### config.mk
export PLATFORM = sky130hd
export DESIGN_NAME = shift_and_sub_div
export DESIGN_NICKNAME = d
export VERILOG_FILES = /design/src/rtl/shift_and_sub_div.sv
export SDC_FILE = /design/constraint.sdc
export NUM_CORES = 1
export LEC_CHECK = 0
export ABC_AREA = 1
export BUFFER_PORTS_ARGS = -buffer_cell sky130_fd_sc_hd__buf_2
export CORE_UTILIZATION = 56
export DETAILED_ROUTE_END_ITERATION = 10
export GPL_TIMING_DRIVEN = 0
export PLACE_DENSITY = 0.83
export SETUP_SLACK_MARGIN = 0.05
export SLEW_MARGIN = 20
export SYNTH_ARGS = -nofsm -noshare
export SYNTH_HDL_FRONTEND = slang
export SYNTH_SLANG_ARGS = --single-unit
### constraint.sdc
create_clock -name clk -period 2.35 [get_ports clk]
set_input_delay 0.1175 -clock clk [delete_from_list [all_inputs] [get_ports clk]]
set_output_delay 0.1175 -clock clk [all_outputs]
set_load 0.01 [all_outputs]
### src/rtl/shift_and_sub_div.sv
`default_nettype none
// ============================================================================
// Module   : shift_and_sub_div
// Purpose  : Sequential restoring unsigned divider, one quotient bit per clock,
//            start/busy/done handshake. Optional macro DIV_ZERO_DETECT_EN
//            short-circuits divide-by-zero and raises div_by_zero.
// Revision : 1.0 - initial release
// ============================================================================
module shift_and_sub_div #(
  parameter int WIDTH = 8
) (
  input  logic             clk,
  input  logic             rst,
  input  logic             start,
  input  logic [WIDTH-1:0] dividend,
  input  logic [WIDTH-1:0] divisor,
  output logic             busy,
  output logic             done,
  output logic [WIDTH-1:0] quotient,
  output logic [WIDTH-1:0] remainder,
  output logic             div_by_zero
);

`ifdef DIV_ZERO_DETECT_EN
  localparam bit DZ_DETECT_EN = 1'b1;
`else
  localparam bit DZ_DETECT_EN = 1'b0;
`endif

  localparam int CNT_W = $clog2(WIDTH);
  localparam logic [CNT_W-1:0] LAST_ITER = CNT_W'(WIDTH - 1);

  typedef enum logic [1:0] {
    IDLE = 2'd0,
    RUN  = 2'd1,
    DONE = 2'd2
  } state_t;

  state_t           state;
  logic [WIDTH-1:0] acc;
  logic [WIDTH-1:0] q;
  logic [WIDTH-1:0] m;
  logic [CNT_W-1:0] cnt;

  logic [WIDTH:0]   shifted;
  logic [WIDTH:0]   trial;
  logic [WIDTH-1:0] acc_next;
  logic [WIDTH-1:0] q_next;

  // The restored remainder is always below M, so only the shifted working
  // value needs the extra bit; the stored accumulator stays WIDTH bits.
  always_comb begin
    shifted  = {acc, q[WIDTH-1]};
    trial    = shifted - {1'b0, m};
    acc_next = trial[WIDTH] ? shifted[WIDTH-1:0] : trial[WIDTH-1:0];
    q_next   = {q[WIDTH-2:0], ~trial[WIDTH]};
  end

  always_ff @(posedge clk) begin
    if (rst) begin
      state       <= IDLE;
      acc         <= '0;
      q           <= '0;
      m           <= '0;
      cnt         <= '0;
      busy        <= 1'b0;
      done        <= 1'b0;
      quotient    <= '0;
      remainder   <= '0;
      div_by_zero <= 1'b0;
    end else begin
      done <= 1'b0;
      case (state)
        IDLE, DONE: begin
          state <= IDLE;
          if (start) begin
            acc <= '0;
            q   <= dividend;
            m   <= divisor;
            cnt <= '0;
            if (DZ_DETECT_EN && (divisor == '0)) begin
              state       <= DONE;
              done        <= 1'b1;
              quotient    <= '1;
              remainder   <= dividend;
              div_by_zero <= 1'b1;
            end else begin
              state <= RUN;
              busy  <= 1'b1;
            end
          end
        end
        RUN: begin
          acc <= acc_next;
          q   <= q_next;
          cnt <= cnt + 1'b1;
          if (cnt == LAST_ITER) begin
            state       <= DONE;
            busy        <= 1'b0;
            done        <= 1'b1;
            quotient    <= q_next;
            remainder   <= acc_next;
            div_by_zero <= 1'b0;
          end
        end
        default: state <= IDLE;
      endcase
    end
  end

endmodule
`default_nettype wire

==> metrics.md <==
| Metric | Value |
|---|---|
| Post-synthesis sequential area ratio | 40.2% |
| Vias in the first global route | 1890 |
| Largest net degree at the start of global routing | 15 |
| Top post-synthesis cells by area | dfxtp_1 40%, nand2_1 13%, inv_1 7.5% |
| Final TNS setup | 0 ns |
| Hold Path Class | in2reg |
| Clock power frac | 24.0% |
| Post-synth EDFFs | 0 |
| Logic gate share of total power | 35.6% |
| Yosys top cell area share | 40.2% |
| Die X | 66.7 um |
| I/O Pins | 38 |
| GRT overflow | 0 |
| Largest family of logic cells by synthesized area | simple AND/OR/NAND/NOR gates |
| Die Area | 0.00444 sq mm |
| H-tree lvl count | 2 |
| Share of layout cells above drive strength 1 | 18.2% |
| Detailed placer's ending HPWL | 3.83 mm |
| Pwr/cell area | 821 mW/mm^2 |
| Post-Syn Instances | 325 |
| Routed via count | 2141 |
| Compound-Gate Fraction of Synth Area | 16.5% |
| First-pass GRT wire length | 8.55 mm |
| Placed cell count | 410 |
| Post-CTS Hold Fix Bufs | 0 |
| RSZ-0062 raised after global routing | false |
| Netlist Area Pre-Place | 0.00234 sq mm |
| Mux cell area share after synthesis | 0% |
| Min cycle time layout | 2.03 ns |
| Skew final | 0.00648 ns |
| Status | completed |
| Switching power | 0.831 mW |
| Max IR drop VDD | 0.562 mV |
| Final setup viols | 0 |
| Adder-cell share of the synthesized area | 6.20% |
| CP Capture Type | flip-flop |
| DRC Markers | 0 |
| Hold slack | 0.0426 ns |
| Final net count | 397 |
| Initial drt markers | 161 |
| Fin. Hold Viols | 0 |
| CTS tree | yes |
| N_diodes | 0 |
| RePlAce Congestion | 0.854 |
| Utilization after layout | 66.8% |
| Post-CTS setup buffer count | 0 |
| Netlist cell types | 29 |
| Ys Warns | 0 |
| Leakage Power | 1.34 nW |
| Simple-gate area share of the yosys netlist | 25.1% |
| Worst slew pin tran | 0.640 ns |
| CTS root buffer | clkbuf_8 |
| Crit path DAT | 2.23 ns |
| Max-Cap Viols | 0 |
| Final worst path period share | 86.4% |
| Switching share of total power | 37.9% |
| Clock slew at reported path FFs | 0.09 ns |
| FMAX | 493 MHz |
| Die H | 66.7 um |
| Detailed Route WL | 5.24 mm |
| WS Path Type | reg2reg |
| Layout Cells excl Fill | 418 |
| CTS Buf Count | 5 |
| Crit-path max FO | 9 |
| Row cnt | 23 |
| Final Max Slew Viols | 0 |
| Wire per inst | 12.5 um |
| Largest area contributor in the netlist | dfxtp_1 |
| Initial antenna violation count | 0 |
| Sequential power share | 40.4% |
| Syn Nets | 355 |
| Area delta synth->final | 14.2% |
| Worst-skew pair later-pin latency | 0.30 ns |
| Total GRT Usage | 26.0% |
| Slew headroom | 57.4% |
| Initial core utilization | 58.5% |
| I/O Buffers | 35 |
| Core ar. | 0.00400 sq mm |
| Post-synthesis async set-or-reset flop share | 0% |
| CTS max path bufs | 2 |
| DRT Pass-1 Iters | 4 |
| Via density | 5.12 |
| Routed Antenna Nets | 0 |
| Worst path required time | 2.55 ns |
| Xor-xnor portion of the synthesized cell area | 1.12% |
| Synth Area per Inst | 7.20 sq um |
| Ys flop type | dfxtp_1 |
| Worst setup SP type | flip-flop |
| #FFs+latches synth | 47 |
| Clock Sinks | 47 |
| Pint | 1.36 mW |
| Post-CTS resize count | 0 |
-- state kept, by name, summed over array words and instances (netlist names), 2 cells and up --
name	cells
acc	8
cnt	3
m	8
q	8
quotient	8
remainder	8
state	2
-- power groups by stage --
stage | combinational (mW) | clock [mW] | sequential (mW)
2_1_floorplan | 0.612 | 0 | 0.894
3_3_place_gp | 0.754 | 0 | 0.902
3_5_place_dp | 0.776 | 0 | 0.903
4_1_cts | 0.779 | 0.525 | 0.885
5_1_grt | 0.899 | 0.556 | 0.892
6_report | 0.781 | 0.527 | 0.886
-- worst paths after layout --
check / start / to / slack, ns / cells after the start
worst min-delay path: dividend[3] / q[3]$_SDFFE_PP0P_ / 0.04 / 3
worst max register to register: q[7]$_SDFFE_PP0P_ / remainder[5]$_SDFFE_PP0P_ / 0.32 / 14
worst max-delay path: q[7]$_SDFFE_PP0P_ / remainder[5]$_SDFFE_PP0P_ / 0.32 / 14
worst min register to register: busy$_SDFFE_PP0P_ / busy$_SDFFE_PP0P_ / 0.47 / 2
-- per-layer routing --
| layer | vias to the layer above | track usage, % | part of all wire, % |
|---|---|---|---|
| met5 | - | 0 | 0 |
| met4 | 0 | 12.2 | 2.8 |
| met3 | 13 | 5.31 | 3.1 |
| met2 | 47 | 41.0 | 46 |
| met1 | 972 | 33.5 | 48 |
| li1 | 1109 | - | - |
-- critical path, cell delays in order (launching register included) --
cell and delay [ns]:
dfxtp_1 0.31, inv_1 0.09, ha_1 0.15, inv_1 0.07
fa_1 0.42, nand2_2 0.08, nand2_2 0.08, nand3_2 0.11
nand2_2 0.07, nand2_2 0.08, nand2_4 0.09, nand2_1 0.07
nand2_1 0.08, o21bai_1 0.16, inv_1 0.05
-- synthesized netlist by cell type (2+ instances only) --
library cell   n
a211oi_1       6
a21oi_1       22
a21oi_2        3
buf_2          3
clkbuf_1       7
dfxtp_1       47
ha_1          10
inv_1         47
inv_2          4
nand2_1       83
nand2_2        6
nand2_4        2
nand3_1       15
nor2_1        22
nor2_4         3
o21a_1         6
o21ai_0       24
o21bai_1       2
o221ai_1       2
xnor2_1        2
-- metrics by stage --
| stage | power (mW) | setup WS [ns] | area, sq um |
|---|---|---|---|
| finish | 2.19 | 0.320 | 2670 |
| global route | 2.35 | 0.160 | 2670 |
| CTS | 2.19 | 0.321 | 2670 |
| detailed placement | 1.68 | 0.339 | 2580 |
| global placement | 1.66 | 0.369 | 2580 |
| floorplan | 1.51 | 0.587 | 2340 |
-- logic make-up after synthesis --
kind of cell | Yosys count
compound gates | 66
xor+xnor | 3
fa+ha+maj | 11
buf+inv | 63
flops | 47
other cells | 1
simple gates | 134
-- area by class of cell --
cell class	instances	area, sq um
Timing Repair Buffer	35	175
Tap cell	50	62.6
Clock buffer	7	86.3
Inverter	51	191
Multi-Input combinational cell	215	1150
Sequential cell	47	941
Clock inverter	1	8.76
Buffer	12	60.1
Fill cell	353	1330
-- placed cells by master (no fill, tap or decap), drive strengths merged --
cell type / n
a21oi: 25
o21a: 6
nand4: 1
xor2: 1
ha: 10
fa: 1
xnor2: 2
buf: 40
clkinv: 1
dfxtp: 47
or2: 1
o21bai: 2
clkbuf: 14
a211oi: 6
o221ai: 2
nand2: 91
conb: 1
o21ai: 24
a31oi: 1
inv: 51
nor2: 25
nand3: 16
(Power assumes the default switching activity.)
